### config.mk
export PLATFORM = sky130hd
export DESIGN_NAME = spi_master_ctrl
export DESIGN_NICKNAME = d
export VERILOG_FILES = /design/src/rtl/spi_pkg.sv /design/src/rtl/spi_clk_div.sv /design/src/rtl/spi_master_ctrl.sv
export SDC_FILE = /design/constraint.sdc
export NUM_CORES = 1
export LEC_CHECK = 0
export ABC_AREA = 0
export ABC_CLOCK_PERIOD_IN_PS = 3000
export BUFFER_PORTS_ARGS = -buffer_cell sky130_fd_sc_hd__buf_2
export CAP_MARGIN = 20
export CORE_ASPECT_RATIO = 0.9
export CORE_MARGIN = 2
export CORE_UTILIZATION = 50
export CTS_CLUSTER_SIZE = 20
export DETAILED_ROUTE_END_ITERATION = 6
export PLACE_DENSITY = 0.72
export SYNTH_ARGS = -nofsm -noshare
export SYNTH_HDL_FRONTEND = slang
export SYNTH_HIERARCHICAL = 1
export SYNTH_SLANG_ARGS = --single-unit
### constraint.sdc
create_clock -name clk -period 3 [get_ports clk]
set_input_delay 0.6 -clock clk [delete_from_list [all_inputs] [get_ports clk]]
set_output_delay 0.6 -clock clk [all_outputs]
set_load 0.03 [all_outputs]
### src/rtl/spi_pkg.sv
// Shared types and default sizing for the SPI master controller.
package spi_pkg;

    localparam int DEF_WIDTH   = 10;
    localparam int DEF_CLK_DIV = 2;

    typedef enum logic [2:0] {
        S_IDLE,
        S_SETUP,
        S_SHIFT,
        S_HOLD,
        S_DONE
    } spi_state_t;

endpackage

### src/rtl/spi_clk_div.sv
// Half-period timer: reloading down-counter that emits a one-cycle tick every CLK_DIV enabled cycles.
module spi_clk_div #(
    parameter int CLK_DIV = 2
) (
    input  logic clk,
    input  logic rst,
    input  logic en,
    input  logic clr,
    output logic tick
);

    localparam int            CW   = $clog2(CLK_DIV + 1);
    localparam logic [CW-1:0] LOAD = CW'(CLK_DIV - 1);

    logic [CW-1:0] cnt;

    always_ff @(posedge clk) begin
        if (rst) begin
            cnt <= '0;
        end else if (clr) begin
            cnt <= LOAD;
        end else if (en) begin
            cnt <= (cnt == '0) ? LOAD : cnt - CW'(1);
        end
    end

    assign tick = en && !clr && (cnt == '0);

endmodule

### src/rtl/spi_master_ctrl.sv
// SPI mode-0 master: one WIDTH-bit full-duplex transfer per accepted start, MSB first.
//
//   state   | meaning
//   --------+-----------------------------------------------------------
//   S_IDLE  | cs_n high, waiting for start; captures tx_data on accept
//   S_SETUP | cs_n low, first mosi bit settling for one half-period
//   S_SHIFT | sclk toggling; sample miso on rise, advance mosi on fall
//   S_HOLD  | cs_n low, sclk low for one half-period after last fall
//   S_DONE  | one-cycle done pulse, cs_n high, rx_data just updated
module spi_master_ctrl
    import spi_pkg::*;
#(
    parameter int WIDTH   = DEF_WIDTH,
    parameter int CLK_DIV = DEF_CLK_DIV
) (
    input  logic             clk,
    input  logic             rst,
    input  logic             start,
    input  logic [WIDTH-1:0] tx_data,
    input  logic             miso,
    output logic             sclk,
    output logic             mosi,
    output logic             cs_n,
    output logic [WIDTH-1:0] rx_data,
    output logic             busy,
    output logic             done
);

    localparam int            BW       = $clog2(WIDTH + 1);
    localparam logic [BW-1:0] LAST_BIT = BW'(WIDTH);

    spi_state_t       state, state_nxt;
    logic             tick, div_en, div_clr;
    logic             sclk_q;
    logic [WIDTH-1:0] tx_sr, rx_sr;
    logic [BW-1:0]    bit_cnt;
    logic             last_fall;

    spi_clk_div #(.CLK_DIV(CLK_DIV)) u_clk_div (
        .clk  (clk),
        .rst  (rst),
        .en   (div_en),
        .clr  (div_clr),
        .tick (tick)
    );

    assign last_fall = (state == S_SHIFT) && tick && sclk_q && (bit_cnt == LAST_BIT);

    always_ff @(posedge clk) begin
        if (rst) begin
            state <= S_IDLE;
        end else begin
            state <= state_nxt;
        end
    end

    always_comb begin
        state_nxt = state;
        div_en    = 1'b0;
        div_clr   = 1'b0;
        case (state)
            S_IDLE: begin
                div_clr = 1'b1;
                if (start) state_nxt = S_SETUP;
            end
            S_SETUP: begin
                div_en = 1'b1;
                if (tick) state_nxt = S_SHIFT;
            end
            S_SHIFT: begin
                div_en = 1'b1;
                if (last_fall) state_nxt = S_HOLD;
            end
            S_HOLD: begin
                div_en = 1'b1;
                if (tick) state_nxt = S_DONE;
            end
            S_DONE: begin
                div_clr   = 1'b1;
                state_nxt = S_IDLE;
            end
            default: state_nxt = S_IDLE;
        endcase
    end

    // Every SHIFT tick toggles sclk; the last fall leaves it low for HOLD.
    always_ff @(posedge clk) begin
        if (rst) begin
            tx_sr   <= '0;
            rx_sr   <= '0;
            bit_cnt <= '0;
            sclk_q  <= 1'b0;
            rx_data <= '0;
        end else begin
            if (state == S_IDLE && start) begin
                tx_sr   <= tx_data;
                bit_cnt <= '0;
                sclk_q  <= 1'b0;
            end
            if (state == S_SHIFT && tick) begin
                sclk_q <= ~sclk_q;
                if (!sclk_q) begin
                    rx_sr   <= {rx_sr[WIDTH-2:0], miso};
                    bit_cnt <= bit_cnt + BW'(1);
                end else if (bit_cnt != LAST_BIT) begin
                    tx_sr <= {tx_sr[WIDTH-2:0], 1'b0};
                end
            end
            // Loaded on the edge into DONE so the new word is visible during the done pulse.
            if (state == S_HOLD && tick) begin
                rx_data <= rx_sr;
            end
        end
    end

    assign sclk = sclk_q;
    assign mosi = tx_sr[WIDTH-1];
    assign cs_n = (state == S_IDLE) || (state == S_DONE);
    assign busy = (state != S_IDLE);
    assign done = (state == S_DONE);

endmodule

-- Word level (Yosys, flattened, before mapping)
Index checks and enable logic that the tools add are counted.
Widths: inputs -> output; s select.
- bits in registers: 40
- input bits: 14
- output and inout port bits: 15
- $add $sub $neg: 2
- eq/ne operators: 10
- multiplexer cells: 19
- bitwise gates (word level): 1
- reductions and logical operators: 19
- operators with widths (cell ; count):
    $mux 10 ; 4
    $mux 3 ; 4
    $mux 4 ; 3
    $pmux 3 s4 ; 1
    $ne 2x2->1 const B ; 4
    $logic_and 1x1->1 ; 7
    $eq 3x2->1 const B ; 2
    $mux 1 ; 6
    $add 4x1->4 const B ; 1
    $eq 4x4->1 const B ; 1
    $ne 4x4->1 const B ; 1
    $reduce_and 4->1 ; 1
    $reduce_bool 2->1 ; 2
    $reduce_or 2->1 ; 2
    $eq 3x1->1 const B ; 1
    $eq 3x3->1 const B ; 1
    $logic_not 3->1 ; 1
    $reduce_bool 3->1 ; 1
    $reduce_or 3->1 ; 1
    $logic_not 2->1 ; 1
    $mux 2 ; 1
    $reduce_and 2->1 ; 1
    $sub 2x1->2 const B ; 1
    $logic_not 1->1 ; 1
    2 further kinds ; 2

-- Longest topological paths before layout
- depth after elaboration: 11
- mapped depth: 10
- mapped depth without buffers: 7

-- Cells and area by module
The synthesis kept the hierarchy.
- by module, submodules not included (module ; instances ; cells each ; area an instance (sq um) ; seq. area each (sq um)):
    spi_master_ctrl ; 1 ; 198 ; 1669.1 ; 760.7
    spi_clk_div ; 1 ; 8 ; 88.8 ; 40.0

-- Least setup slack after synthesis
No wires, ideal clock.
- path type: reg-to-reg
- start point: register state[0]
- end point: register tx_sr[0]
- library setup time: 0.116 ns
- arrival time: 2.392 ns
- setup slack: 0.493 ns
- stages on the path, launching flop included: 11
- buffers on the path: 3
- path through: dfxtp_1 > buf_6 > nor2_1 > nor2_1 > nor2b_2 > nor3b_1 > nand4bb_2 > buf_2 > or3_1 > buf_2 > and3_1
- elaborated cells between the ends (all ways): 18
- RTL lines (what ; line ; text):
    start: declaration ; spi_master_ctrl.sv:32 ; spi_state_t state, state_nxt;
    start signal: assignment ; spi_master_ctrl.sv:53 ; state <= state_nxt;
    $eq 3x2->1 / $eq 3x1->1 (equally long branches) ; spi_master_ctrl.sv:61 ; case (state)
    $reduce_or 3->1 (no source line) * ; - ;
    $mux 1 * ; spi_master_ctrl.sv:61 ;
    net div_en ; spi_master_ctrl.sv:33 ; logic tick, div_en, div_clr;
    $logic_and 1x1->1 * (2 in a row) ; spi_clk_div.sv:27 ; assign tick = en && !clr && (cnt == '0);
    net tick ; spi_master_ctrl.sv:33 ;
    $logic_and 1x1->1 * ; spi_master_ctrl.sv:100 ; if (state == S_SHIFT && tick) begin
    $mux 10 * ; spi_master_ctrl.sv:100 ;
    end signal: assignment ; spi_master_ctrl.sv:96 ; tx_sr <= tx_data;
    end signal: assignment ; spi_master_ctrl.sv:106 ; tx_sr <= {tx_sr[WIDTH-2:0], 1'b0};
    end: declaration ; spi_master_ctrl.sv:35 ; logic [WIDTH-1:0] tx_sr, rx_sr;
Mark *: on every way through the listed nets, which the timed path passes. The rest lies on a longest branch.
A chain may end at the register's enable or synchronous reset.

-- Worst setup path in the final report
- start point: register state[1]
- end point: register bit_cnt[2]
- elaborated cells between the ends (all ways): 17
- RTL lines (what ; line ; text):
    $eq 3x2->1 / $eq 3x1->1 (equally long branches) ; spi_master_ctrl.sv:61 ;
    $reduce_or 3->1 (no source line) * ; - ;
    $mux 1 * ; spi_master_ctrl.sv:61 ;
    net div_en ; spi_master_ctrl.sv:33 ;
    $logic_and 1x1->1 * (2 in a row) ; spi_clk_div.sv:27 ;
    net tick ; spi_master_ctrl.sv:33 ;
    $logic_and 1x1->1 * ; spi_master_ctrl.sv:100 ;
    $mux 4 * ; spi_master_ctrl.sv:100 ;
    end signal: assignment ; spi_master_ctrl.sv:104 ; bit_cnt <= bit_cnt + BW'(1);
    end: declaration ; spi_master_ctrl.sv:36 ; logic [BW-1:0] bit_cnt;
Marks and branches as above.

==> summary.md <==
| Metric | Value |
|---|---|
| Async set or reset register ratio after synthesis | 0 |
| Total number of vias | between 1500 and 2000 |
| Full die area | around 4000 um2 |
| Wire length of the first global-routing pass | roughly 5800 um |
| Fraction of final layout cells sized beyond drive strength 1 | 0.190 |
| CP Launch Type | register |
| Reg area | roughly 800 um2 |
| Maximum cell stage delay along the critical path | roughly 0.54 ns |
| Cell family with the largest share of critical-path delay | simple AND/OR/NAND/NOR gates |
| Yosys warning count | 6 |
| Total gr overflow | 0 |
| Leading cell types by count after synthesis | 40 x sky130_fd_sc_hd__dfxtp_1, 40 x sky130_fd_sc_hd__nand2_1, 25 x sky130_fd_sc_hd__a21oi_1 |
| Reported max-cap violation count | 0 |
| CTS tree | yes |
| Number of clock sinks seen by CTS | 40 |
| Number of inserted diodes | 0 |
| DR iter-0 viols | about 130 |
| Global-route usage over all layers | 0.195 |
| Number of global-route vias before repair | 1287 |
| Final slew viol count | 0 |
| CP Cell Sequence | nor2_1, nor2_1, nor2b_2, nor3b_1, nand4bb_2, buf_4, or4_1, a21oi_1 |
| Crit path kind | reg -> reg |
| Worst Hold Depth | 2 |
| Synthesized instance count | 206 |
| Post-route minimum period | 2.73 ns |
| H-tree level count | 2 |
| Synthesis-to-finish area growth | 11.8% |
| Router iterations before antenna repair | 4 |
| Antenna violations before repair | 0 |
| Area fraction of the dominant cell type after synthesis | 0.456 |
| Residual DRC | 0 |
| Detailed-route wire length | 3580 um |
| Maximum clock rate | roughly 370 MHz |
| Non-Filler Cell Area, Final | about 2000 um2 |
| Quantity of I/O buffers inserted on ports | 28 |
| Final clock period utilization by the worst path | 0.910 |
| Dominant cells by area after synthesis | sky130_fd_sc_hd__dfxtp_1 46%, sky130_fd_sc_hd__nand2_1 8.5%, sky130_fd_sc_hd__a21oi_1 7.1% |
| Routability congestion estimate from global placement | 0.816 |
| Buffers and inverters on the worst path | 1 |
| Max rail drop VDD | between 200 and 300 uV |
| Final TNS setup | 0 ns |
| Fraction of the yosys area taken by sequential cells | 0.456 |
| Die X-Extent | 66.5 um |
| Setup Skew | 0.00262 ns |
| Number of rows in the core area | 20 |
| Mean routed wirelength per cell | 13.2 um |
| Worst EP arrival | 2.95 ns |
| Average via count per standard cell | 5.65 |
| Combined area of the multi-input logic cells | 835 um2 |
| Count of different cell masters after synthesis | 37 |
| Endpoint type of the worst setup path | register |
| Post-cts repair resize count | 0 |
| Initial cell density of the core | 0.520 |
| Most used cell, CP | sky130_fd_sc_hd__nor2_1 |
| Final setup fails | 0 |
| Placed instance area | 1880 um2 |
| Req. time, crit path | around 3.2 ns |
| Count of flip-flops with a built-in enable after synthesis | 0 |
| Ratio of total power to cell area | roughly 500 nW/um2 |
| Setup repair after global routing missed its margin | false |
| Maximum fanout along the worst path | 17 |
| Static Leakage | 0.718 nW |
| Depth of the worst register-to-register path | 8 |
| Netlist area before placement | approximately 1800 um2 |
| Maximum root-to-sink buffer count | 2 |
| Status | finished clean |
| Pin slew with the least headroom to its limit | roughly 0.60 ns |
| Post-CTS setup-driven buffer insertion count | 0 |
| Worst min path class | reg -> reg |
| Synth area leader | sky130_fd_sc_hd__dfxtp_1 |
| Pin count of the biggest net entering global routing | 32 |
| Max_slew headroom | 0.601 |
| Fill count | 320 |
| Main flop type after synthesis | sky130_fd_sc_hd__dfxtp_1 |
| HPWL after detailed placement | 2290 um |
| Hold Violations, Final | 0 |
| Clock slew at the register clock pins of the worst setup and hold paths | 0.07 ns |
| Post-synthesis register bit count | 40 |
| Slowest CP cell | sky130_fd_sc_hd__dfxtp_1 |
| Net count after synthesis | approximately 220 |
| Number of buffers added to fix hold violations after cts | 0 |
| Fin nets | 241 |
| Stages on worst setup path | 8 |
| Insertion delay of the later-clocked pin in the worst-skew pair | ~0.29 ns |
| Number of top-level design ports | 29 |
| Floorplan die height | 60.3 um |
| Clk root buf | sky130_fd_sc_hd__clkbuf_8 |
| Synthesized area per cell | 8.53 um2 |
| Remaining antenna violation count after routing | 0 |
| Core region area | about 3400 um2 |
| Clock buffers created by TritonCTS | 5 |
[worst register-to-register path, stage by stage, from the launching register on]
cell	delay, ns
sky130_fd_sc_hd__dfxtp_1	0.54
sky130_fd_sc_hd__nor2_1	0.18
sky130_fd_sc_hd__nor2_1	0.17
sky130_fd_sc_hd__nor2b_2	0.19
sky130_fd_sc_hd__nor3b_1	0.32
sky130_fd_sc_hd__nand4bb_2	0.34
sky130_fd_sc_hd__buf_4	0.31
sky130_fd_sc_hd__or4_1	0.42
sky130_fd_sc_hd__a21oi_1	0.18
[state kept, by name (all words and copies together), names as in the netlist]
signal         cells
u_clk_div/cnt      2
rx_data           10
rx_sr             10
sclk               1
bit_cnt            4
state              3
tx_sr             10
[per-stage QoR]
stage	hold slack (ns)	worst slack, ns	util	power, mW	std cells
6_report	0.449	0.271	0.582	0.987	270
2_1_floorplan	0.428	0.493	-	0.617	206
3_3_place_gp	0.441	0.454	0.555	0.634	262
4_1_cts	0.455	0.265	0.582	0.994	270
3_5_place_dp	0.444	0.377	0.555	0.635	262
5_1_grt	0.481	0.0397	0.582	1.03	270
[report_power, final]
group	leakage (nW)	total, mW	switching (mW)	internal (mW)
combinational	0.349	0.0713	0.0413	0.0300
sequential	0.324	0.551	0.00965	0.542
clock	0.0455	0.364	0.177	0.187
total	0.718	0.987	0.228	0.759
[cells by family (layout without fill, tap and decap cells)]
| family | Yosys count | in the layout | share of synthesized area |
|---|---|---|---|
| compound gates | 60 | 60 | 0.208 |
| xor+xnor | 2 | 2 | 0.00997 |
| fa+ha+maj | 2 | 2 | 0.0142 |
| buf+inv | 25 | 45 | 0.0697 |
| flops | 40 | 40 | 0.456 |
| mux | 1 | 1 | 0.00854 |
| simple gates | 76 | 76 | 0.234 |
[worst paths after layout]
kind | startpoint | end | slack [ns]
worst max-delay path | state[1]$_SDFFE_PP0P_ | bit_cnt[2]$_SDFF_PP0_ | 0.27
worst min-delay path | rx_sr[9]$_SDFFE_PP0P_ | rx_data[9]$_SDFFE_PP0P_ | 0.45
worst max register to register | state[1]$_SDFFE_PP0P_ | bit_cnt[2]$_SDFF_PP0_ | 0.27
worst min register to register | rx_sr[9]$_SDFFE_PP0P_ | rx_data[9]$_SDFFE_PP0P_ | 0.45
[layout make-up]
class / count / area share
timing repair buffer: 31 / 0.0827
clock buffer: 8 / 0.0458
multi-input combinational: 141 / 0.425
sequential: 40 / 0.407
tap: 44 / 0.0280
inverter: 6 / 0.0115
[placed cells by master (no fill, tap or decap), drive strengths merged, types with 2 or more instances in the layout]
cell,synthesis,layout
a21oi,25,25
a31oi,10,10
and3,2,2
buf,9,31
clkbuf,10,8
dfxtp,40,40
ha,2,2
inv,5,5
nand2,40,40
nand3,13,13
nor2,3,3
nor4b,2,2
o211ai,3,3
o21ai,10,10
o41ai,9,9
or3,3,3
or4,2,2
xnor2,2,2
[layer usage]
| layer | vias to the layer above | track usage | share of wire |
|---|---|---|---|
| met1 | 710 | 0.260 | 0.51 |
| li1 | 780 | - | - |
| met4 | 0 | 0.0700 | 0.013 |
| met3 | 4 | 0.0621 | 0.040 |
| met2 | 32 | 0.297 | 0.44 |
| met5 | - | 0 | 0 |
(Power assumes the default switching activity.)
